## src/rtl/mu_bus_pkg.sv

```systemverilog
// Shared definitions for the motion-update broadcast bus: FSM encoding,
// pipeline/settle timing and the {x,y,z} cell-id slot layout.
package mu_bus_pkg;

   typedef enum logic [3:0] {
      ST_IDLE      = 4'd0,
      ST_RD_CNT    = 4'd1,
      ST_WAIT_CNT  = 4'd2,
      ST_STREAM    = 4'd3,
      ST_DRAIN     = 4'd4,
      ST_NEXT_CELL = 4'd5,
      ST_CLOSE     = 4'd6,
      ST_SETTLE    = 4'd7,
      ST_FIN       = 4'd8
   } mu_state_e;

   // Cache readout latency, and cycles from enable-fall to done.
   localparam int READ_LATENCY = 2;
   localparam int SWAP_SETTLE  = 3;

   // Slot index of each axis inside a packed {x,y,z} cell id.
   localparam int CELL_X_SLOT = 2;
   localparam int CELL_Y_SLOT = 1;
   localparam int CELL_Z_SLOT = 0;

endpackage

```

## src/rtl/mu_dst_cell_calc.sv

```systemverilog
// One axis of the destination-cell computation: single periodic wrap of the
// integer cell field, then +1 to form a 1-based cell id. Purely combinational.
module mu_dst_cell_calc
   import mu_bus_pkg::*;
#(
   parameter int CELL_ID_WIDTH = 4,
   parameter int CELL_NUM      = 4
) (
   input  logic [CELL_ID_WIDTH-1:0] field,
   output logic [CELL_ID_WIDTH-1:0] dst
);

   localparam logic [CELL_ID_WIDTH:0] NUM_W = (CELL_ID_WIDTH+1)'(CELL_NUM);

   logic [CELL_ID_WIDTH-1:0] wrapped;

   always_comb begin
      wrapped = field;
      if ({1'b0, field} >= NUM_W) begin
         wrapped = field - NUM_W[CELL_ID_WIDTH-1:0];
      end
      dst = wrapped + CELL_ID_WIDTH'(1);
   end

endmodule

```

## src/rtl/motion_update_broadcaster.sv

```systemverilog
// Source end of the motion-update bus: sweeps all cells x-major, streams each particle
// with its destination cell. MU_OOB_CHECK_EN adds out-of-range suppression and oob_err.
module motion_update_broadcaster
   import mu_bus_pkg::*;
#(
   parameter int DATA_WIDTH    = 32,
   parameter int ADDR_WIDTH    = 8,
   parameter int CELL_ID_WIDTH = 4,
   parameter int CELL_NUM_X    = 4,
   parameter int CELL_NUM_Y    = 4,
   parameter int CELL_NUM_Z    = 4
) (
   input  logic                       clk,
   input  logic                       rst,
   input  logic                       start,
   output logic [3*CELL_ID_WIDTH-1:0] rd_cell_sel,
   output logic [ADDR_WIDTH-1:0]      rd_address,
   output logic                       rd_en,
   input  logic [3*DATA_WIDTH-1:0]    pos_rd_data,
   input  logic [3*DATA_WIDTH-1:0]    vel_rd_data,
   output logic                       motion_update_enable,
   output logic [3*DATA_WIDTH-1:0]    out_pos_data,
   output logic [3*DATA_WIDTH-1:0]    out_vel_data,
   output logic [3*CELL_ID_WIDTH-1:0] out_dst_cell,
   output logic                       out_data_valid,
   output logic                       busy,
   output logic                       done,
   output logic                       oob_err
);

   localparam int CW           = CELL_ID_WIDTH;
   localparam int DRAIN_CYCLES = READ_LATENCY + 1;

   mu_state_e               state_q, state_d;
   logic [1:0]              wait_q, wait_d;
   logic [ADDR_WIDTH-1:0]   count_q, count_d;
   logic [CW-1:0]           cx_q, cx_d, cy_q, cy_d, cz_q, cz_d;
   logic [3*CW-1:0]         rd_cell_sel_q, rd_cell_sel_d;
   logic [ADDR_WIDTH-1:0]   rd_address_q, rd_address_d;
   logic                    rd_en_q, rd_en_d, enable_q, enable_d;
   logic                    busy_q, busy_d, done_q, done_d;
   logic                    p1_q, p1_d, p2_q, p2_d;
   logic [3*DATA_WIDTH-1:0] out_pos_q, out_pos_d, out_vel_q, out_vel_d;
   logic [3*CW-1:0]         out_dst_q, out_dst_d;
   logic                    out_valid_q, out_valid_d, oob_err_q, oob_err_d;
   logic                    last_cell, oob_any;
   logic [CW-1:0]           fx, fy, fz, dx, dy, dz;

   // Readout layout is {z,y,x}; the cell field is the top bits of each coordinate.
   assign fx = pos_rd_data[DATA_WIDTH-1 -: CW];
   assign fy = pos_rd_data[2*DATA_WIDTH-1 -: CW];
   assign fz = pos_rd_data[3*DATA_WIDTH-1 -: CW];

   mu_dst_cell_calc #(.CELL_ID_WIDTH(CW), .CELL_NUM(CELL_NUM_X)) u_dst_x (.field(fx), .dst(dx));
   mu_dst_cell_calc #(.CELL_ID_WIDTH(CW), .CELL_NUM(CELL_NUM_Y)) u_dst_y (.field(fy), .dst(dy));
   mu_dst_cell_calc #(.CELL_ID_WIDTH(CW), .CELL_NUM(CELL_NUM_Z)) u_dst_z (.field(fz), .dst(dz));

`ifdef MU_OOB_CHECK_EN
   localparam logic [CW+1:0] LIM_X = (CW+2)'(2*CELL_NUM_X);
   localparam logic [CW+1:0] LIM_Y = (CW+2)'(2*CELL_NUM_Y);
   localparam logic [CW+1:0] LIM_Z = (CW+2)'(2*CELL_NUM_Z);
   assign oob_any = ({2'b00, fx} >= LIM_X) || ({2'b00, fy} >= LIM_Y) || ({2'b00, fz} >= LIM_Z);
`else
   assign oob_any = 1'b0;
`endif

   assign last_cell = (cx_q == CW'(CELL_NUM_X)) && (cy_q == CW'(CELL_NUM_Y)) &&
                      (cz_q == CW'(CELL_NUM_Z));

   always_comb begin
      state_d   = state_q;
      wait_d    = wait_q;
      count_d   = count_q;
      cx_d      = cx_q;
      cy_d      = cy_q;
      cz_d      = cz_q;
      oob_err_d = oob_err_q;
      case (state_q)
         ST_IDLE: if (start) begin
            state_d   = ST_RD_CNT;
            cx_d      = CW'(1);
            cy_d      = CW'(1);
            cz_d      = CW'(1);
            oob_err_d = 1'b0;
         end
         ST_RD_CNT: begin
            state_d = ST_WAIT_CNT;
            wait_d  = '0;
         end
         ST_WAIT_CNT: if (wait_q == 2'(READ_LATENCY-1)) begin
            count_d = pos_rd_data[ADDR_WIDTH-1:0];
            state_d = (pos_rd_data[ADDR_WIDTH-1:0] == '0) ? ST_NEXT_CELL : ST_STREAM;
         end else begin
            wait_d = wait_q + 2'd1;
         end
         ST_STREAM: if (rd_address_q == count_q) begin
            state_d = ST_DRAIN;
            wait_d  = '0;
         end
         ST_DRAIN: if (wait_q == 2'(DRAIN_CYCLES-1)) begin
            state_d = ST_NEXT_CELL;
         end else begin
            wait_d = wait_q + 2'd1;
         end
         ST_NEXT_CELL: if (last_cell) begin
            state_d = ST_CLOSE;
            cx_d    = CW'(1);
            cy_d    = CW'(1);
            cz_d    = CW'(1);
         end else begin
            state_d = ST_RD_CNT;
            if (cz_q == CW'(CELL_NUM_Z)) begin
               cz_d = CW'(1);
               if (cy_q == CW'(CELL_NUM_Y)) begin
                  cy_d = CW'(1);
                  cx_d = cx_q + CW'(1);
               end else begin
                  cy_d = cy_q + CW'(1);
               end
            end else begin
               cz_d = cz_q + CW'(1);
            end
         end
         ST_CLOSE: begin
            state_d = ST_SETTLE;
            wait_d  = '0;
         end
         ST_SETTLE: if (wait_q == 2'(SWAP_SETTLE-2)) begin
            state_d = ST_FIN;
         end else begin
            wait_d = wait_q + 2'd1;
         end
         ST_FIN:  state_d = ST_IDLE;
         default: state_d = ST_IDLE;
      endcase
      if (p2_q && oob_any) oob_err_d = 1'b1;

      // Outputs are decoded from the next state so they appear registered in that state.
      rd_en_d      = (state_d == ST_RD_CNT) || (state_d == ST_STREAM);
      rd_address_d = '0;
      if (state_d == ST_STREAM) begin
         rd_address_d = (state_q == ST_STREAM) ? rd_address_q + ADDR_WIDTH'(1) : ADDR_WIDTH'(1);
      end
      enable_d = state_d inside {ST_RD_CNT, ST_WAIT_CNT, ST_STREAM, ST_DRAIN, ST_NEXT_CELL};
      busy_d   = !(state_d inside {ST_IDLE, ST_FIN});
      done_d   = (state_d == ST_FIN);
      rd_cell_sel_d = '0;
      if (busy_d) begin
         rd_cell_sel_d[CELL_X_SLOT*CW +: CW] = cx_d;
         rd_cell_sel_d[CELL_Y_SLOT*CW +: CW] = cy_d;
         rd_cell_sel_d[CELL_Z_SLOT*CW +: CW] = cz_d;
      end

      // Only particle reads (address != 0) are tagged through the read latency.
      p1_d        = rd_en_q && (rd_address_q != '0);
      p2_d        = p1_q;
      out_valid_d = p2_q && !oob_any;
      out_pos_d   = p2_q ? pos_rd_data : out_pos_q;
      out_vel_d   = p2_q ? vel_rd_data : out_vel_q;
      out_dst_d   = out_dst_q;
      if (p2_q) begin
         out_dst_d[CELL_X_SLOT*CW +: CW] = dx;
         out_dst_d[CELL_Y_SLOT*CW +: CW] = dy;
         out_dst_d[CELL_Z_SLOT*CW +: CW] = dz;
      end
   end

   always_ff @(posedge clk) begin
      if (rst) begin
         state_q       <= ST_IDLE;
         wait_q        <= '0;
         count_q       <= '0;
         cx_q          <= CW'(1);
         cy_q          <= CW'(1);
         cz_q          <= CW'(1);
         rd_cell_sel_q <= '0;
         rd_address_q  <= '0;
         rd_en_q       <= 1'b0;
         enable_q      <= 1'b0;
         busy_q        <= 1'b0;
         done_q        <= 1'b0;
         p1_q          <= 1'b0;
         p2_q          <= 1'b0;
         out_pos_q     <= '0;
         out_vel_q     <= '0;
         out_dst_q     <= '0;
         out_valid_q   <= 1'b0;
         oob_err_q     <= 1'b0;
      end else begin
         state_q       <= state_d;
         wait_q        <= wait_d;
         count_q       <= count_d;
         cx_q          <= cx_d;
         cy_q          <= cy_d;
         cz_q          <= cz_d;
         rd_cell_sel_q <= rd_cell_sel_d;
         rd_address_q  <= rd_address_d;
         rd_en_q       <= rd_en_d;
         enable_q      <= enable_d;
         busy_q        <= busy_d;
         done_q        <= done_d;
         p1_q          <= p1_d;
         p2_q          <= p2_d;
         out_pos_q     <= out_pos_d;
         out_vel_q     <= out_vel_d;
         out_dst_q     <= out_dst_d;
         out_valid_q   <= out_valid_d;
         oob_err_q     <= oob_err_d;
      end
   end

   assign rd_cell_sel          = rd_cell_sel_q;
   assign rd_address           = rd_address_q;
   assign rd_en                = rd_en_q;
   assign motion_update_enable = enable_q;
   assign out_pos_data         = out_pos_q;
   assign out_vel_data         = out_vel_q;
   assign out_dst_cell         = out_dst_q;
   assign out_data_valid       = out_valid_q;
   assign busy                 = busy_q;
   assign done                 = done_q;
   assign oob_err              = oob_err_q;

endmodule

```

## config.mk

```make
export PLATFORM = sky130hd
export DESIGN_NAME = motion_update_broadcaster
export DESIGN_NICKNAME = d
export VERILOG_FILES = /design/src/rtl/mu_bus_pkg.sv /design/src/rtl/mu_dst_cell_calc.sv /design/src/rtl/motion_update_broadcaster.sv
export SDC_FILE = /design/constraint.sdc
export NUM_CORES = 1
export LEC_CHECK = 0
export BUFFER_PORTS_ARGS = -buffer_cell sky130_fd_sc_hd__buf_2
export CORE_AREA = 4 4 161 163
export CTS_CLUSTER_DIAMETER = 120
export DETAILED_ROUTE_END_ITERATION = 12
export DIE_AREA = 0 0 165 167
export GPL_TIMING_DRIVEN = 0
export PLACE_DENSITY_LB_ADDON = 0.2
export SLEW_MARGIN = 5
export SYNTH_ARGS = -nofsm -noshare
export SYNTH_HDL_FRONTEND = slang
export SYNTH_SLANG_ARGS = --single-unit
```

## constraint.sdc

```tcl
create_clock -name clk -period 4.5 [get_ports clk]
set_input_delay 0.675 -clock clk [delete_from_list [all_inputs] [get_ports clk]]
set_output_delay 0.675 -clock clk [all_outputs]
set_load 0.01 [all_outputs]
```

After elaboration in Yosys (flattened, before gate mapping). Index checks and enable logic that the tools add are counted.

Register bits after elaboration: 257. Output and inout bits: 230. Word-level logic and storage cells: 106.

$add $sub $neg: 11. Order comparisons: 3. Equality and inequality tests: 22. Muxes and demuxes: 30. Bitwise gates (word level): 2. Reductions and logical operators: 19.

Operator list (count): 4-bit 2-to-1 mux (19); 4-bit by 3-bit equality test with 1-bit output, second input constant (9); 4-bit one-hot mux with 8 select lines (1); 4-bit by 1-bit adder with 4-bit output, second input constant (6); 4-bit one-hot mux with 2 select lines (3); 4-bit by 2-bit equality test with 1-bit output, second input constant (4); 4-bit by 3-bit >= comparator with 1-bit output, second input constant (3); 4-bit by 3-bit subtractor with 4-bit output, second input constant (3); 8-bit by 1-bit adder with 8-bit output, second input constant (1); 4-bit by 1-bit equality test with 1-bit output, second input constant (2); 8-bit equality test (1); 4-bit zero test (2); 8-bit zero test (1); 2-bit one-hot mux with 4 select lines (1); 8-bit nonzero test (1); 2-bit OR reduction (4); 2-bit 2-to-1 mux (3); 3-bit 2-to-1 mux (2); 2-bit inequality test, second input constant (3); 5-bit nonzero test (1); 4-bit equality test, second input constant (1); 4-bit AND reduction (1); 4-bit nonzero test (1); 1-bit logical AND (3); 10 further kinds (11).

Depth between registers and ports, before layout. Gate-level depths: netlist (run 1).

Depth after elaboration: 8. Depth in mapped cells: 8. Mapped depth without buffers: 7.

Hierarchy. Synthesis (run 1) repeated with hierarchy kept, for this count alone.

Cell total of the unflattened synthesis: 971. Area, all modules: 9870.7 µm².

Modules (own cells, without submodules): motion_update_broadcaster (times used 1, cells each 953, area an instance 9698.1 µm², seq. area each 5144.9 µm²); mu_dst_cell_calc (times used 3, cells each 6, area an instance 57.6 µm², seq. area each 0.0 µm²).

Worst setup path after synthesis (run 1). OpenSTA, ideal clock, no wires.

Path kind: in2reg. Start point: input port start. End point: register enable_q (netlist: motion_update_enable). Library setup time: 0.088 ns. Arrival: 1.964 ns. Required time: 4.412 ns. Setup slack: 2.448 ns. Cell stages on the path: 6. Buffers on the path: 1. Cell sequence: or3b_1 -> a2bb2oi_1 -> o221ai_1 -> and4bb_4 -> buf_6 -> nor4_2.

Longest elaborated chain between the ends: 4. Elaborated cells on any way between the ends: 8.

RTL lines: from (decl) (line motion_update_broadcaster.sv:15) `input logic start,`; 4-bit 2-to-1 mux * (line motion_update_broadcaster.sv:79) `ST_IDLE: if (start) begin`; 4-bit one-hot mux with 8 select lines * (line motion_update_broadcaster.sv:78) `case (state_q)`; 4-bit by 1-bit equality test with 1-bit output (tied with other cells) (line motion_update_broadcaster.sv:144) `enable_d = state_d inside {ST_RD_CNT, ST_WAIT_CNT, ST_STREAM, ST_DRAIN, ST_NEXT_CELL};`; 5-bit nonzero test * (line motion_update_broadcaster.sv:144); to (signal assigned) (line motion_update_broadcaster.sv:199) `enable_q <= enable_d;`; to (decl) (line motion_update_broadcaster.sv:40) `logic rd_en_q, rd_en_d, enable_q, enable_d;`.

Mark *: on every way between the ends. The rest lies on a longest branch, timed or not. A chain may end at the register's enable or synchronous reset.

Final worst setup path (run 1).
Start point: register cz_q[0]. End point: register rd_cell_sel_q[0] (netlist: rd_cell_sel[0]).

Longest elaborated chain between the ends: 7. Elaborated cells on any way between the ends: 13.

RTL lines: from (decl) (line motion_update_broadcaster.sv:37) `logic [CW-1:0] cx_q, cx_d, cy_q, cy_d, cz_q, cz_d;`; from (signal assigned) (line motion_update_broadcaster.sv:195) `cz_q <= cz_d;`; 4-bit by 3-bit equality test with 1-bit output (line motion_update_broadcaster.sv:68, motion_update_broadcaster.sv:112); 1-bit logical AND (line motion_update_broadcaster.sv:67) `assign last_cell = (cx_q == CW'(CELL_NUM_X)) && (cy_q == CW'(CELL_NUM_Y)) &&`; 3-bit 2-to-1 mux (line motion_update_broadcaster.sv:105) `ST_NEXT_CELL: if (last_cell) begin`; 4-bit one-hot mux with 8 select lines (line motion_update_broadcaster.sv:78); 4-bit equality test or 4-bit zero test (tied branches) (line motion_update_broadcaster.sv:145) `busy_d = !(state_d inside {ST_IDLE, ST_FIN});`; 2-bit nonzero test (line motion_update_broadcaster.sv:145); 2-bit OR reduction (no line); to (signal assigned) (line motion_update_broadcaster.sv:196) `rd_cell_sel_q <= rd_cell_sel_d;`; to (decl) (line motion_update_broadcaster.sv:38) `logic [3*CW-1:0] rd_cell_sel_q, rd_cell_sel_d;`.

Parallel ways exist; a longest one is shown, timed or not.

==> results of run 1 <==
power breakdown:
group	internal [mW]	leakage (nW)	total, mW	switching, mW
sequential	2.29	2.07	2.30	0.00861
combinational	0.119	3.22	0.258	0.139
clock	1.38	0.448	2.28	0.896
routing by layer:
| layer | vias up | part of all wire [%] | track usage [%] |
|---|---|---|---|
| met5 | - | 0 | 0 |
| li1 | 4159 | - | - |
| met3 | 51 | 7.9 | 5.96 |
| met4 | 0 | 3.0 | 6.26 |
| met1 | 3769 | 40 | 24.8 |
| met2 | 263 | 49 | 36.0 |
synth_stat cells (all sizes together), types with 4 or more instances:
master,instances
mux2i,198
nor3,9
nand3b,8
buf,23
ha,13
nor2b,13
a21oi,26
nor4,8
nor2,218
inv,17
a21o,4
nand2,25
a31oi,5
xor2,5
clkbuf,39
nand2b,9
a211oi,5
o21ai,8
nand3,21
dfxtp,257
xnor2,13
flip-flops by register name, summed over array words and instances, names as in the netlist, 2 cells and up:
register	cells
out_pos_data	96
out_vel_data	96
out_dst_cell	12
rd_cell_sel	12
count_q	8
rd_address	8
cx_q	4
cy_q	4
cz_q	4
state_q	4
wait_q	2
metrics by stage:
| stage | area [um^2] | setup slack [ns] | util [%] |
|---|---|---|---|
| floorplan | 9720 | 2.45 | - |
| global placement | 12200 | 1.93 | 50.3 |
| detailed placement | 12200 | 1.92 | 50.3 |
| CTS | 13200 | 2.22 | 54.1 |
| global route | 13200 | 2.08 | 54.1 |
| finish | 13200 | 2.22 | 54.1 |
layout by cell type (no fill, tap or decap), types with 6 or more instances in the layout:
cell	n
mux2i_1	198
ha_1	13
nor2b_1	13
buf_1	9
buf_2	433
clkbuf_8	6
nand3_1	21
nand2b_1	9
nor3_1	9
nand2_1	25
nor2_1	218
xnor2_1	13
nor4_1	6
a21oi_1	26
o21ai_0	7
clkbuf_1	45
dfxtp_1	257
nand3b_1	8
inv_1	17
clkbuf_16	29
worst max-delay path: cells and delay by family, from the launching register on:
kind,cells,cell delay (ns)
buffers and inverters,2,0.26
adders and majority gates,1,0.18
DFF,1,0.33
AOI/OAI and AO/OA,1,0.22
and+or+nand+nor,4,1.14
worst paths after layout:
check                                         from                             to  slack (ns)
worst min-delay path               vel_rd_data[31]  out_vel_data[31]$_SDFFE_PP0P_        0.38
worst max-delay path            cz_q[0]$_SDFF_PP1_      rd_cell_sel[0]$_SDFF_PP0_        2.22
worst min register to register     p1_q$_SDFF_PP0_         out_valid_d$_SDFF_PP0_        0.47
worst max register to register  cz_q[0]$_SDFF_PP1_      rd_cell_sel[0]$_SDFF_PP0_        2.22
final cells by class:
type / instances / area share (%)
plain buffers: 62 / 1.99
multi-input cells: 628 / 32.3
clock inverters: 6 / 0.656
well taps: 324 / 3.08
clock buffers: 41 / 6.31
diodes: 1 / 0.0190
flip-flops and latches: 257 / 39.1
inverters: 17 / 0.485
repair buffers: 422 / 16.1
logic make-up after synthesis:
family / Yosys count / synth area share (%)
XOR/XNOR: 18 / 1.62
AO/OA/AOI/OAI: 60 / 4.03
other: 1 / 0.0386
flip-flops: 257 / 52.9
buffers and inverters: 79 / 3.35
multiplexers: 200 / 20.6
AND/OR/NAND/NOR: 336 / 15.7
adder cells (fa/ha/maj): 13 / 1.67
==> qor.yml, run 1 <==
global_route:
  antenna_found_initial: 1
  gr-total-overflow: 0
  grt_max_degree: 14
  grt_use_total_pct: 20.8
  grt_pass1_wl_um: 45700
  first_global_vias: 8166
logic_synthesis:
  avgSynthCellArea_um2: 10.1
  yosysTopAreaCell: "dfxtp_1"
  synth_ff_type: "dfxtp_1"
  ys_seq_area_share_pct: 52.9
  synthDistinctLibCells: 56
  synth-seq-cells: 257
  synthArstFlopShare_pct: 0
  synth_edf_count: 0
  synth_area_leaders: "dfxtp_1 53%, mux2i_1 20%, nor2_1 8.4%, ha_1 1.7%, clkbuf_1 1.5%"
  postSynthNetCount: 1172
  syn-instance-count: 964
  synth_warnings: 0
  yosysTopAreaCellShare_pct: 52.9
  syn_area_um2: 9720
cells_and_area:
  seq_area_um2: 5140
  drive_gt1_share_pct: 33.9
  area_growth_pct: 35.4
  num-nets-final: 1624
  num-fill-cells: 2321
  multi_input_area_um2: 4250
  stdcell_count: 1758
cts:
  post_cts_buffers: 0
  h-tree-depth: 1
  clk_latency_ns: 0.53
  cts_root_buffer: "clkbuf_16"
  cts.sinks: 257
  ctsHoldBuffers: 0
  cts.path.max_buffers: 3
  path_clk_slew_ns: 0.06
  cts_made_buffers: 28
  cts-resized-gates: 0
  cts_tree: "built"
timing:
  min_period_ns: 2.28
  finClkSkew_ns: 0.00714
  slew_viol_final: 0
  tightest_slew_ns: 0.793
  rsz0062_at_grt: "false"
  tns_ns: 0
  fmax_mhz: 440
  hold_violations: 0
  whs_ns: 0.379
  finalSetupViolCount: 0
  relSlewSlack_pct: 47.1
  period_share_pct: 50.6
floorplanning:
  rows: 57
  dieHeight_um: 167
  core-area_um2: 24300
  io_pins: 425
  dieArea_um2: 27600
  initial_core_util_pct: 40.0
  dieWidth_um: 165
worst_setup_path:
  ff2ff_path_depth: 8
  worst_setup_path_start_kind: "flop"
  crit_path_max_incr_delay_ns: 0.43
  worstPathMaxFanout: 10
  crit_top_cell: "nor3_1"
  worst_path_max_delay_cell: "and4bb_4"
  end_kind: "flop"
  cp.arrival_ns: 2.65
  crit_required_ns: 4.88
  crit_type: "reg2reg"
  cp_cell_sequence: "inv_1, ha_1, nand3b_1, nor3_1, o221ai_1, and4bb_4, buf_6, nor3_1"
min_path:
  hp-class: "in2reg"
  holdPathStages: 3
pwr:
  p_per_area_nw_per_um2: 367
  p_leak_nw: 5.74
  ir_worst_vdd_uv: 285
  total_power_mw: 4.83
detailed_routing:
  wirelength_um: 30100
  route.antenna.remaining_nets: 0
  drt_pass1_iterations: 4
  via_per_inst: 4.69
  drc: 0
  drtIter0Drc: 296
  vias: 8242
  wire_per_inst_um: 17.1
job:
  cap_violations: 0
place:
  portBuffers: 422
  dp_hpwl_um: 23300
  dpl.cell_count: 1710
  gp_congestion: 0.837
status:
  status: "finished, final reports clean"
Power figures use the tool's default switching activity.
==> run 2: changes to the inputs <==
clock period = 2.3 ns   (was 4.5 ns; I/O delays follow)
==> run 2 against run 1 <==
  * Setup slack lost 2.0 ns
  * Non-clock buffer count is 2 higher
  * Sequential cell count unchanged
  * Sequential share of layout area shrank 0.059 points
  * Maximum frequency up 8.7%
  * Critical path depth up 1
  * Largest power group unchanged
  * Highest routed layer unchanged
==> qor.yml, run 2 (synthesis results as in run 1) <==
status:
  status: "finished, final reports clean"  # unchanged
global_route:
  grt_use_total_pct: 20.8  # unchanged
  first_global_vias: 8166  # unchanged
  grt_max_degree: 14  # unchanged
  antenna_found_initial: 1  # unchanged
  grt_pass1_wl_um: 45700  # unchanged
  gr-total-overflow: 0  # unchanged
floorplanning:
  core-area_um2: 24300  # unchanged
  dieHeight_um: 167  # unchanged
  dieWidth_um: 165  # unchanged
  initial_core_util_pct: 40.0  # unchanged
  io_pins: 425  # unchanged
  dieArea_um2: 27600  # unchanged
  rows: 57  # unchanged
worst_setup_path:
  cp_num_buf_inv: 3  # was 2
  path_delay_family: "simple AND/OR/NAND/NOR gates"  # unchanged
  worstPathMaxFanout: 10  # unchanged
  cp.arrival_ns: 2.47  # was 2.65 ns
  worst_path_max_delay_cell: "and4bb_4"  # unchanged
  end_kind: "flop"  # unchanged
  crit_required_ns: 2.68  # was 4.88 ns
  crit_path_max_incr_delay_ns: 0.43  # about the same
  worst_setup_path_start_kind: "flop"  # unchanged
  crit_type: "reg2reg"  # unchanged
  cp_cell_sequence: "inv_1, ha_1, nand3b_1, buf_4, nor3_2, o221ai_1, and4bb_4, buf_6, nor3_1"  # was inv_1, ha_1, nand3b_1, nor3_1, o221ai_1, and4bb_4, buf_6, nor3_1
cells_and_area:
  drive_gt1_share_pct: 34.1  # was 33.9%
  seq_area_um2: 5140  # unchanged
  num-fill-cells: 2318  # was 2321
  final_common_cell: "buf_2"  # unchanged
  stdcell_count: 1760  # was 1758
  area_growth_pct: 35.6  # was 35.4%
  final_area_um2: 13200  # about the same
  final_cell_mix: "433 x buf_2, 257 x dfxtp_1, 218 x nor2_1"  # unchanged
  finalCoreUtilization_pct: 54.2  # was 54.1%
  num-nets-final: 1626  # was 1624
  multi_input_area_um2: 4250  # about the same
place:
  dpl_cell_area_um2: 12200  # unchanged
  dpl.cell_count: 1710  # unchanged
  dp_hpwl_um: 23300  # unchanged
  gp_congestion: 0.837  # unchanged
  portBuffers: 422  # unchanged
detailed_routing:
  drc: 0  # unchanged
  drt_pass1_iterations: 4  # unchanged
  vias: 8276  # was 8242
  via_per_inst: 4.70  # was 4.69
  route.antenna.remaining_nets: 0  # unchanged
  drtIter0Drc: 305  # was 296
  wire_per_inst_um: 17.1  # about the same
  wirelength_um: 30100  # about the same
cts:
  h-tree-depth: 1  # unchanged
  cts.sinks: 257  # unchanged
  cts_made_buffers: 28  # unchanged
  path_clk_slew_ns: 0.06  # about the same
  clk_latency_ns: 0.53  # about the same
  cts_root_buffer: "clkbuf_16"  # unchanged
  cts.path.max_buffers: 3  # unchanged
  cts_tree: "built"  # unchanged
timing:
  whs_ns: 0.0484  # was 0.379 ns
  finalSetupViolCount: 0  # unchanged
  finClkSkew_ns: 0.00716  # was 0.00714 ns
  period_share_pct: 91.0  # was 50.6%
  rsz0062_at_grt: "false"  # unchanged
  min_period_ns: 2.09  # was 2.28 ns
  tightest_slew_ns: 0.791  # was 0.793 ns
  fmax_mhz: 478  # was 440 MHz
  slew_viol_final: 0  # unchanged
  hold_violations: 0  # unchanged
  tns_ns: 0  # unchanged
  relSlewSlack_pct: 47.3  # was 47.1%
min_path:
  hp-class: "in2reg"  # unchanged
job:
  cap_violations: 0  # unchanged
pwr:
  p_leak_nw: 5.75  # was 5.74 nW
  p_per_area_nw_per_um2: 718  # was 367 nW/um^2
  ir_worst_vdd_uv: 558  # was 285 uV
-- run 2: cell count changes in the layout (fill, tap and decap cells not counted) --
cell	change
nor3_2	+1
buf_4	+2
nor3_1	-1
-- run 2: layout make-up --
class,instances,area share [%]
inverter,17,0.484
clock buffer,41,6.31
multi-input combinational,628,32.3
buffer,62,1.98
tap,324,3.08
timing repair buffer,424,16.1
clock inverter,6,0.655
antenna,1,0.0190
sequential,257,39.0
-- run 2: what timing repair did --
item,CTS,global route
buffers inserted,0,2
endpoints found under the setup margin,0,11
hold buffers,0,0
resized for setup,0,1
-- run 2: worst paths after layout --
kind / startpoint / end / slack [ns] / cells past startpoint
max reg2reg: cz_q[0]$_SDFF_PP1_ / rd_cell_sel[0]$_SDFF_PP0_ / 0.21 / 9
min: vel_rd_data[31] / out_vel_data[31]$_SDFFE_PP0P_ / 0.05 / 3
min reg2reg: p1_q$_SDFF_PP0_ / out_valid_d$_SDFF_PP0_ / 0.47 / 1
max: cz_q[0]$_SDFF_PP1_ / rd_cell_sel[0]$_SDFF_PP0_ / 0.21 / 9
-- run 2: report_power, final --
group	internal, mW	switching [mW]	total, mW
Sequential	4.48	0.0167	4.50
Combinational	0.233	0.273	0.506
Clock	2.70	1.75	4.45
Total	7.42	2.04	9.46
-- run 2: metrics by stage --
stage          worst slack, ns  total power, mW
2_1_floorplan            0.473             4.83
3_3_place_gp            0.0302             5.10
3_5_place_dp            0.0338             5.11
4_1_cts                 0.0185             9.58
5_1_grt                 0.0198             9.81
6_report                 0.207             9.46
-- run 2: worst min-delay path, cell delays in order --
cell,delay [ns]
buf_2,0.07
mux2i_1,0.05
nor2_1,0.07
-- run 2: layer usage --
layer  share of wire (%)  vias up  global-route usage (%)
met5                   0        -                       0
met4                 3.0        0                    6.26
met3                 8.0       51                    5.96
met2                  49      268                    36.0
met1                  40     3795                    24.8
li1                    -     4162                       -
